==> src/rtl/demux_stream.sv <==
// 1-to-2 registered stream demultiplexer: each accepted word is steered to port A
// (s_sel=0) or port B (s_sel=1). Each port has a one-entry output register and a transfer counter.

module demux_stream_port #(
  parameter int WIDTH = 1,
  parameter int CNTW  = 16
) (
  input  logic             clk,
  input  logic             rst,
  input  logic             load,
  input  logic [WIDTH-1:0] load_data,
  input  logic             ready,
  output logic             valid,
  output logic [WIDTH-1:0] data,
  output logic [CNTW-1:0]  cnt
);
  typedef enum logic {EMPTY = 1'b0, FULL = 1'b1} state_e;

  state_e           state_q, state_d;
  logic [WIDTH-1:0] data_q, data_d;
  logic [CNTW-1:0]  cnt_q, cnt_d;
  logic             xfer;

  // A load on the same cycle as a drain keeps the port FULL with the new word.
  always_comb begin
    xfer    = (state_q == FULL) & ready;
    state_d = state_q;
    data_d  = data_q;
    cnt_d   = cnt_q;
    if (load) begin
      state_d = FULL;
      data_d  = load_data;
    end else if (xfer) begin
      state_d = EMPTY;
    end
    if (xfer) cnt_d = cnt_q + CNTW'(1);
  end

  always_ff @(posedge clk) begin
    if (rst) begin
      state_q <= EMPTY;
      data_q  <= '0;
      cnt_q   <= '0;
    end else begin
      state_q <= state_d;
      data_q  <= data_d;
      cnt_q   <= cnt_d;
    end
  end

  assign valid = (state_q == FULL);
  assign data  = data_q;
  assign cnt   = cnt_q;
endmodule

module demux_stream #(
  parameter int WIDTH = 1,
  parameter int CNTW  = 16
) (
  input  logic             clk,
  input  logic             rst,
  input  logic             s_valid,
  output logic             s_ready,
  input  logic             s_sel,
  input  logic [WIDTH-1:0] s_data,
  output logic             a_valid,
  input  logic             a_ready,
  output logic [WIDTH-1:0] a_data,
  output logic             b_valid,
  input  logic             b_ready,
  output logic [WIDTH-1:0] b_data,
  output logic [CNTW-1:0]  a_cnt,
  output logic [CNTW-1:0]  b_cnt
);
  localparam int NUM_PORTS = 2;

  logic [NUM_PORTS-1:0]            port_rdy, port_vld, port_load;
  logic [NUM_PORTS-1:0][WIDTH-1:0] port_data;
  logic [NUM_PORTS-1:0][CNTW-1:0]  port_cnt;
  logic                            accept;

  assign port_rdy = {b_ready, a_ready};

  // Only comb path: s_sel and consumer readys into s_ready; data is always registered.
  assign s_ready = ~port_vld[s_sel] | port_rdy[s_sel];
  assign accept  = s_valid & s_ready;

  for (genvar p = 0; p < NUM_PORTS; p++) begin : g_port
    assign port_load[p] = accept & (s_sel == 1'(p));

    demux_stream_port #(.WIDTH(WIDTH), .CNTW(CNTW)) u_port (
      .clk       (clk),
      .rst       (rst),
      .load      (port_load[p]),
      .load_data (s_data),
      .ready     (port_rdy[p]),
      .valid     (port_vld[p]),
      .data      (port_data[p]),
      .cnt       (port_cnt[p])
    );
  end

  assign a_valid = port_vld[0];
  assign a_data  = port_data[0];
  assign a_cnt   = port_cnt[0];
  assign b_valid = port_vld[1];
  assign b_data  = port_data[1];
  assign b_cnt   = port_cnt[1];
endmodule
==> config.mk <==
export PLATFORM = sky130hd
export DESIGN_NAME = demux_stream
export DESIGN_NICKNAME = d
export VERILOG_FILES = /design/src/rtl/demux_stream.sv
export SDC_FILE = /design/constraint.sdc
export NUM_CORES = 1
export LEC_CHECK = 0
export ABC_CLOCK_PERIOD_IN_PS = 1650
export CORE_MARGIN = 2
export CORE_UTILIZATION = 47
export DETAILED_ROUTE_END_ITERATION = 7
export PLACE_DENSITY = 0.78
export SETUP_SLACK_MARGIN = 0.05
export SLEW_MARGIN = 20
export SYNTH_ARGS = -nofsm -noshare
export SYNTH_HDL_FRONTEND = slang
export SYNTH_HIERARCHICAL = 1
export SYNTH_SLANG_ARGS = --single-unit
==> constraint.sdc <==
create_clock -name clk -period 1.65 [get_ports clk]
set_input_delay 0.33 -clock clk [delete_from_list [all_inputs] [get_ports clk]]
set_output_delay 0.33 -clock clk [all_outputs]
set_load 0.05 [all_outputs]
; ---- Word level (Yosys, flattened, before mapping)
; Cells that the tools add are included.
[op_classes]
mux = 8
n_reduce_logical = 2
bitwise = 8
magnitude_cmp = 1
addsub = 2
[ops]
columns = op, n
row1 = $add 16x1->16 const B, 2
row2 = $mux 1, 8
row3 = $and 1x1->1, 5
row4 = $reduce_bool 2->1, 2
row5 = $lt 1x2->1 const B, 1
row6 = $not 1->1, 2
row7 = $or 1x1->1, 1
[word_totals]
in_bits = 7
output_inout_bits = 37
regBits = 36
wordCells = 27

; ---- Depth between registers and ports, before layout
; Gate-level depths: netlist of the first run.
[depth]
ltp_word = 7
depth_mapped = 5
ltp_nobuf = 5

; ---- Cells and area by module
; The synthesis of the first run kept the hierarchy.
[by_module_without_submodules]
columns = module, cells_each, area_per_inst_um2, seq_area_each_um2, instances
row1 = demux_stream_port, 88, 788.3, 360.3, 2
row2 = demux_stream, 7, 45.0, 0.0, 1

; ---- Worst setup path after synthesis of the first run
; Ideal clock, no wire load.
[synth_path]
path_kind = register to register
start = register g_port[1].u_port.cnt_q[0]
end = register g_port[1].u_port.cnt_q[14]
arrival_ns = 1.851
synth_period_minus_slack_ns = 1.921
path_buffers = 0
path_slack_ns = -0.271
path_stages_with_launch = 6
required_ns = 1.580
setup_ns = 0.070
cell_sequence = dfxtp_1 ha_1 nand3_1 nor2_1 or4b_1 a21oi_1
[synth_between]
elab_chain_cells = 1
[synth_lines]
columns = element, line
row1 = from (decl), 21  ; logic [CNTW-1:0] cnt_q, cnt_d;
row2 = from (signal assigned), 47  ; cnt_q <= cnt_d;
row3 = $add 16x1->16, 36  ; if (xfer) cnt_d = cnt_q + CNTW'(1);
; No other way between the ends.
; A chain may end at the register's enable or synchronous reset.

; ---- Worst setup path after layout of the first run
[layout_path]
start = input port a_ready
end = output port s_ready
[layout_between]
elab_chain_cells = 3
[layout_lines]
columns = element, line
row1 = from (decl), 67  ; input logic a_ready,
row2 = $mux 1 (implied by the code) (2 in series), 85  ; assign s_ready = ~port_vld[s_sel] | port_rdy[s_sel];
row3 = $or 1x1->1, 85
row4 = to (decl), 63  ; output logic s_ready,
; No other way between the ends. The select of a mux whose other input is x is not followed.

==> flow_metrics.tcl, run 1 <==
set metrics [dict create \
    ff2ff_setup_slack_ns 0.11 \
    layout_common_cells "buf_4, nor2_1, nand2_1" \
    drt_wl_total_mm 3.78 \
    core-area_um2 3340 \
    ff2ff_path_depth 4 \
    synth_xor_area_share_pct 11.9 \
    cp-end-kind "primary output" \
    final_common_cell "buf_4" \
    areaGrowthSynthToFinish_pct 47.6 \
    ios 44 \
    switching_power_uw 377 \
    dp_hpwl_mm 2.78 \
    required_ns 1.32 \
    drt-initial-drc-count 97 \
    cts_hold_buf 0 \
    postSynthAreaPerCell_um2 8.86 \
    port-buffer-count 43 \
    grtUsageTotal_pct 20.3 \
    drc_errors 0 \
    p_per_area_nw_per_um2 680 \
    setup_violations 0 \
    worst_pin_slew_ns 0.360 \
    clk_path_buf_depth 2 \
    relSlewSlack_pct 75.8 \
    nNetsFinal 252 \
    hold_path.class "flip-flop to flip-flop" \
    p_total_mw 1.63 \
    gp_congestion 0.869 \
    synthMuxAreaShare_pct 1.23 \
    synth.largest_area_cell "dfxtp_1" \
    cp-start-kind "input pin" \
    grt_max_degree 37 \
    synthCells 183 \
    finalHoldViolations 0 \
    worstPathMaxFanout 5 \
    yosys.area_share.simple_pct 30.6 \
    vias 1528 \
    postRouteAntennaNets 0 \
    clk-insertion-delay-late_ns 0.34 \
    hold_path_depth 2 \
    synth_top_family_by_area "simple AND/OR/NAND/NOR gates" \
    grt_pass1_vias 1472 \
    wl_per_cell_um 13.0 \
    max_cap_viol_count 0 \
    cts_tree "yes" \
    p_seq_share_pct 53.7 \
    yosysTopAreaCellShare_pct 44.4 \
    n_antenna_cell 0 \
    dieArea_um2 3940 \
    fin_crit_ns 1.54 \
    die_w_um 62.7 \
    synth_warnings 6 \
    status "completed" \
    p_leak_nw 0.951 \
    hp-start "g_port[1].u_port/cnt[15]$_SDFFE_PP0P_" \
    skew_ns 0.0119 \
    drt-vias-per-instance 5.27 \
    grt_overflow 0 \
    synth_area_leaders "dfxtp_1, xor2_1, nor2_1" \
    drt_pass1_iterations 4 \
    synth_cell_types 30 \
    rows 21 \
    clkTransAtPathRegs_ns 0.10 \
    worstReg2RegEnd "g_port[0].u_port/cnt[15]$_SDFFE_PP0P_" \
    synth_compound_area_share_pct 7.64 \
    fmax_ghz 0.649 \
    drive_gt1_share_pct 39.3 \
    final_max_slew_viol_count 0 \
    cts_buffers 5 \
    p_clk_share_pct 39.1 \
    grt_antenna_before_repair 0 \
    synth_adder_area_share_pct 1.54 \
    crit_arrival_ns 1.21 \
    fin_setup_tns_ns 0 \
    grt_pass1_wl_mm 6.38 \
    synth_area_um2 1620 \
    swShare_pct 23.2 \
    comb_power_share_pct 7.2 \
    period_share_pct 93.4 \
    ir_worst_vdd_v 0.000465 \
    initial_core_util_pct 48.6 \
    internal_power_mw 1.25 \
    htreeDepth 2 \
    synth.net_count 192 \
    r2r_start "g_port[0].u_port/cnt[8]$_SDFFE_PP0P_" \
    rsz0062_at_grt "false" \
    die_h_um 62.7 \
    cts_root_buffer "clkbuf_4" \
    synth-seq-area-share_pct 44.4 \
    cts_setup_buffers 0 \
    hold_end "g_port[1].u_port/cnt[15]$_SDFFE_PP0P_" \
    critPathKind "input pin to primary output" \
    ys_seq_elements 36 \
    cts_num_sinks 36 \
]
-- how the worst max path moves through the flow --
stage	startpoint	end	slack [ns]
floorplan	g_port[1].u_port/cnt[0]$_SDFFE_PP0P_	g_port[1].u_port/cnt[14]$_SDFFE_PP0P_	0.05
global placement	b_ready	g_port[1].u_port/cnt[15]$_SDFFE_PP0P_	-0.17
detailed placement	a_ready	g_port[0].u_port/cnt[15]$_SDFFE_PP0P_	-0.28
CTS	g_port[0].u_port/valid$_SDFFE_PP0P_	s_ready	0.07
global route	g_port[0].u_port/valid$_SDFFE_PP0P_	s_ready	0.06
finish	a_ready	s_ready	0.11
-- worst max-delay path: stages --
cell,delay (ns)
dlygate4sd2_1,0.27
buf_4,0.17
nor3b_4,0.23
a31oi_4,0.06
buf_12,0.16
-- final cells by class --
class	count	area [µm²]
clock buffer	8	90.1
inverter	5	18.8
multi-input combinational	136	900
sequential	36	773
tap	46	57.6
timing repair buffer	59	554
fill	271	943
-- state kept, by name, indices dropped and copies added, names as in the netlist --
signal	count
g_port.u_port/data	2
g_port.u_port/valid	2
g_port.u_port/cnt	32
-- cell families (layout without fill, tap and decap cells) --
family	count (synthesis)	after routing
simple gates	88	88
flops	36	36
compound gates	22	22
xor+xnor	22	22
buf+inv	11	72
fa+ha+maj	2	2
mux	2	2
-- power by group through the flow --
stage	clock, mW	sequential, mW	combinational (mW)
after CTS	0.669	0.875	0.116
after global routing	0.699	0.876	0.125
after global placement	0	0.894	0.113
after detailed placement	0	0.894	0.116
final	0.637	0.874	0.118
after floorplan	0	0.920	0.0352
-- layer usage --
metal | vias up | global-route usage [%] | share of wire [%]
met1 | 711 | 22.0 | 41
met2 | 44 | 37.0 | 51
met3 | 6 | 5.77 | 5.6
met4 | 0 | 8.33 | 1.7
li1 | 767 | - | -
met5 | - | 0 | 0
-- stage by stage --
stage | hold slack [ns] | setup WS, ns | util (%) | instance area [µm²] | cells
4_1_cts | 0.495 | 0.0662 | 71.1 | 2370 | 290
2_1_floorplan | 0.477 | 0.0459 | - | 1680 | 183
3_5_place_dp | 0.479 | -0.276 | 68.1 | 2270 | 282
5_1_grt | 0.513 | 0.0550 | 71.7 | 2390 | 290
3_3_place_gp | 0.467 | -0.170 | 68.1 | 2270 | 282
6_report | 0.491 | 0.108 | 71.7 | 2390 | 290
-- synthesized netlist by cell type --
cell      count
a21oi_1      13
xnor2_1       8
nor3_1        4
nor3b_2       1
o21ai_0       4
ha_1          2
nor2b_1       1
nand2_1      15
dfxtp_1      36
inv_1         5
xor2_1       14
or3_1         4
a31oi_1       1
buf_2         2
or4b_1        2
mux2i_1       2
nand4_1       8
nand3_1      10
and4_1        4
nand4_4       2
and4_4        2
nor4_1        2
or4_1         2
o31ai_1       2
nor2_1       28
nor3b_1       1
and3_2        2
buf_1         2
o41ai_1       2
clkbuf_1      2
-- timing repair --
action	in CTS	in global routing
setup endpoints to repair	1	3
gates resized for setup	5	5
pin swaps	2	0
Power figures use the tool's default switching activity.
==> inputs of run 2 (changes only) <==
CORE_MARGIN = 1.5   (was 2)
==> run 2 against run 1 <==
Hold slack better by 0.011 ns. Sequential share of layout area up 0.65 points. Power is 11% lower. Critical path depth down 1. Global-route usage increased by 2.2 points. Clock power down 29%. Die area is 3.2% lower. Register-to-register slack about the same. Clock skew is 0.0016 ns lower. Critical path type is now flip-flop to flip-flop.
==> flow_metrics.tcl, run 2 (synthesis results as in run 1) <==
set metrics [dict create \
    crit_start "g_port[0].u_port/cnt[8]$_SDFFE_PP0P_" \
    fmax_ghz 0.649 \
    vias 1544 \
    hp-start "g_port[0].u_port/cnt[1]$_SDFFE_PP0P_" \
    p_total_mw 1.44 \
    p_per_area_nw_per_um2 616 \
    n_antenna_cell 0 \
    finalHoldViolations 0 \
    skew_ns 0.0103 \
    clkTransAtPathRegs_ns 0.11 \
    die_h_um 61.7 \
    final_common_cell "buf_4" \
    max_cap_viol_count 0 \
    critPathKind "flip-flop to flip-flop" \
    grtUsageTotal_pct 22.5 \
    layout_common_cells "buf_4, nor2_1, nand2_1" \
    r2r_start "g_port[0].u_port/cnt[8]$_SDFFE_PP0P_" \
    grt_max_degree 37 \
    worst_pin_slew_ns 0.347 \
    fillers 278 \
    postRouteAntennaNets 0 \
    grt_antenna_before_repair 0 \
    fin_crit_ns 1.54 \
    cp-start-kind "flip-flop" \
    worstPathMaxFanout 6 \
    drt_pass1_iterations 4 \
    placed_area_um2 2270 \
    grt_pass1_vias 1416 \
    ir_worst_vdd_v 0.000496 \
    largest_reg_flops 32 \
    cts_setup_buffers 0 \
    port-buffer-count 43 \
    crit_arrival_ns 1.81 \
    final_util_pct 70.9 \
    status "completed" \
    nNetsFinal 252 \
    p_leak_nw 0.929 \
    drive_gt1_share_pct 37.7 \
    period_share_pct 93.5 \
    drc_errors 0 \
    drt-initial-drc-count 87 \
    rows 21 \
    drt-vias-per-instance 5.32 \
    dp_cells 282 \
    clk_path_buf_depth 2 \
    setup_violations 0 \
    relSlewSlack_pct 76.6 \
    hold_path.class "flip-flop to flip-flop" \
    initial_core_util_pct 49.0 \
    drt_wl_total_mm 3.87 \
    gp_congestion 0.824 \
    cts_num_sinks 36 \
    dp_hpwl_mm 2.88 \
    fin_area_um2 2350 \
    htreeDepth 2 \
    rsz0062_at_grt "true" \
    dieArea_um2 3810 \
    fin_setup_tns_ns 0 \
    core-area_um2 3310 \
    required_ns 1.91 \
    cts_tree "yes" \
    final_max_slew_viol_count 0 \
    ios 44 \
    grt_overflow 0 \
    cp-end-kind "flip-flop" \
    areaGrowthSynthToFinish_pct 44.7 \
    cts_buffers 5 \
    cts_root_buffer "clkbuf_4" \
    clk-insertion-delay-late_ns 0.34 \
    grt_pass1_wl_mm 6.16 \
    wl_per_cell_um 13.3 \
    fin_cells 290 \
    die_w_um 61.7 \
]
-- run 2: cell type report --
type | instances | area, µm² | area share, %
clock buffer | 7 | 45.0 | 1.92
clock inverter | 1 | 3.75 | 0.160
inverter | 5 | 18.8 | 0.800
multi-input combinational | 136 | 893 | 38.1
sequential | 36 | 773 | 33.0
tap | 46 | 57.6 | 2.45
timing repair buffer | 59 | 554 | 23.6
-- run 2: worst paths after layout --
path / to / slack, ns / cells after the start
worst min-delay path: g_port[0].u_port/cnt[1]$_SDFFE_PP0P_ / 0.50 / 2
worst max register to register: g_port[0].u_port/cnt[14]$_SDFFE_PP0P_ / 0.11 / 4
worst max-delay path: g_port[0].u_port/cnt[14]$_SDFFE_PP0P_ / 0.11 / 4
worst min register to register: g_port[0].u_port/cnt[1]$_SDFFE_PP0P_ / 0.50 / 2
-- run 2: critical path, stage by stage, from the launching register on --
cell,delay (ns)
dfxtp_2,0.39
and4_4,0.26
nand4_4,0.14
or4b_1,0.52
a21oi_1,0.18
-- run 2: per-stage QoR --
| stage | hold WS [ns] | setup slack, ns |
|---|---|---|
| floorplan | 0.477 | 0.0459 |
| global placement | 0.469 | -0.130 |
| detailed placement | 0.486 | -0.203 |
| CTS | 0.504 | 0.0911 |
| global route | 0.528 | 0.0315 |
| finish | 0.502 | 0.108 |
-- run 2: metal layers --
| layer | vias to the layer above | share of wire [%] | track usage (%) |
|---|---|---|---|
| li1 | 767 | - | - |
| met1 | 737 | 41 | 24.1 |
| met2 | 38 | 53 | 41.5 |
| met3 | 2 | 5.3 | 7.04 |
| met4 | 0 | 0.39 | 8.21 |
| met5 | - | 0 | 0 |
-- run 2: power breakdown --
part           internal, mW  leakage (nW)  switching [mW]
combinational        0.0447         0.597          0.0706
clock                 0.164        0.0269           0.291
sequential            0.864         0.305          0.0102
-- run 2: repair_timing --
action                                  4_1_cts  5_1_grt
gates resized for setup                       6        3
hold buffers                                  0        0
pin swaps                                     2        0
endpoints found under the setup margin        1        3
==> inputs of run 3 (changes only) <==
CAP_MARGIN = 20   (was not set)
PLACE_DENSITY = 0.82   (was 0.78)
SLEW_MARGIN = 0   (was 20)
==> run 3 against run 2 <==
Cell area is 1.1% higher. Hold slack worse by 0.036 ns. Critical path depth is 1 lower. Fmax is 0.23% lower. Routed wire length is 4.6% lower. Core utilization is 0.79 points higher. Sequential power hardly changed.
==> flow_metrics.tcl, run 3 (synthesis results as in run 1) <==
set metrics [dict create \
    drt-initial-drc-count 115 \
    cts_buffers 5 \
    drt-vias-per-instance 5.12 \
    die_w_um 61.7 \
    setup_violations 0 \
    grt_max_degree 37 \
    rsz0062_at_grt "true" \
    status "completed" \
    relSlewSlack_pct 74.8 \
    placed_area_um2 2280 \
    crit_arrival_ns 1.22 \
    vias 1504 \
    dieArea_um2 3810 \
    drt_wl_total_mm 3.69 \
    ios 44 \
    dp_hpwl_mm 2.67 \
    largest_reg_flops 32 \
    hold_path.class "input pin to flip-flop" \
    clk_path_buf_depth 2 \
    p_leak_nw 0.955 \
    grt_pass1_wl_mm 5.92 \
    ir_worst_vdd_v 0.000510 \
    areaGrowthSynthToFinish_pct 46.3 \
    drt_pass1_iterations 4 \
    nNetsFinal 256 \
    finalHoldViolations 0 \
    drive_gt1_share_pct 38.3 \
    drc_errors 0 \
    hold_path_depth 3 \
    fin_crit_ns 1.55 \
    max_cap_viol_count 0 \
    ff2ff_path_depth 4 \
    top_layer "met4" \
    period_share_pct 93.7 \
    grt_overflow 0 \
    cp-start-kind "flip-flop" \
    wl_met1_mm 1.61 \
    cts_num_sinks 36 \
    p_per_area_nw_per_um2 623 \
    rows 21 \
    cp-end-kind "primary output" \
    final_common_cell "buf_4" \
    initial_core_util_pct 49.0 \
    gp_congestion 0.854 \
    layout_common_cells "buf_4, nor2_1, nand2_1" \
    required_ns 1.32 \
    fillers 265 \
    grt_antenna_before_repair 0 \
    dp_cells 283 \
    critPathKind "flip-flop to primary output" \
    worst_pin_slew_ns 0.375 \
    clkTransAtPathRegs_ns 0.10 \
    skew_ns 0.00521 \
    met3_length_um 173 \
    fin_cells 294 \
    wl_per_cell_um 12.5 \
    core-area_um2 3310 \
    die_h_um 61.7 \
    grtUsageTotal_pct 21.6 \
    cts_root_buffer "clkbuf_4" \
    final_util_pct 71.7 \
    port-buffer-count 43 \
    fin_area_um2 2370 \
    worstPathMaxFanout 5 \
    postRouteAntennaNets 0 \
    fmax_ghz 0.647 \
    grt_pass1_vias 1307 \
    route.met2.wl_mm 1.85 \
    n_antenna_cell 0 \
    cts_tree "yes" \
    clk-insertion-delay-late_ns 0.34 \
    whs_ns 0.466 \
    final_max_slew_viol_count 0 \
    htreeDepth 2 \
]
[run 3: cell types whose count changed in the layout (fill, tap and decap cells not counted)]
cell,before,now
buf_4,45,49
nor2_1,26,28
nor2_2,2,0
a31oi_2,0,1
a31oi_4,1,0
clkbuf_8,0,1
clkinv_1,1,0
[run 3: repair_timing]
action | CTS | global route
setup endpoints to repair | 1 | 1
resized for setup | 4 | 2
setup buffers | 0 | 3
hold buffers | 0 | 0
hold endpoints to repair | 0 | 0
[run 3: layout make-up]
| cell class | instances | area [µm²] | share of cell area (%) |
|---|---|---|---|
| sequential | 36 | 773 | 32.6 |
| multi-input combinational | 136 | 880 | 37.1 |
| inverter | 5 | 18.8 | 0.791 |
| timing repair buffer | 63 | 584 | 24.6 |
| clock buffer | 8 | 58.8 | 2.48 |
| tap | 46 | 57.6 | 2.43 |
[run 3: critical path, cell delays in order (launching register included)]
cell and delay [ns]:
dfxtp_4 0.37, nor3b_4 0.14, a31oi_2 0.20, buf_12 0.17
[run 3: through the flow]
stage / total power, mW / worst slack (ns) / setup TNS (ns)
after floorplan: 0.955 / 0.0459 / 0
after global placement: 1.01 / -0.201 / -1.67
after detailed placement: 1.01 / -0.241 / -2.20
after CTS: 1.49 / 0.0659 / 0
after global routing: 1.56 / 0.0300 / 0
final: 1.48 / 0.105 / 0
[run 3: power breakdown]
part           switching (mW)  total [mW]  internal (mW)
clock network           0.279       0.489          0.210
logic                  0.0699       0.118         0.0484
registers             0.00864       0.872          0.863
total                   0.357        1.48           1.12
[run 3: routing by layer]
metal,GRT usage (%),vias up
met5,0,-
met4,8.51,0
met3,7.87,5
met2,35.8,35
met1,25.6,687
li1,-,777
[run 3: final timing paths]
path | startpoint | endpoint | slack [ns]
setup / recovery | g_port[0].u_port/valid$_SDFFE_PP0P_ | s_ready | 0.10
hold / removal | b_ready | g_port[1].u_port/cnt[1]$_SDFFE_PP0P_ | 0.47
setup reg to reg | g_port[0].u_port/cnt[8]$_SDFFE_PP0P_ | g_port[0].u_port/cnt[15]$_SDFFE_PP0P_ | 0.14
hold reg to reg | g_port[0].u_port/cnt[1]$_SDFFE_PP0P_ | g_port[0].u_port/cnt[1]$_SDFFE_PP0P_ | 0.50
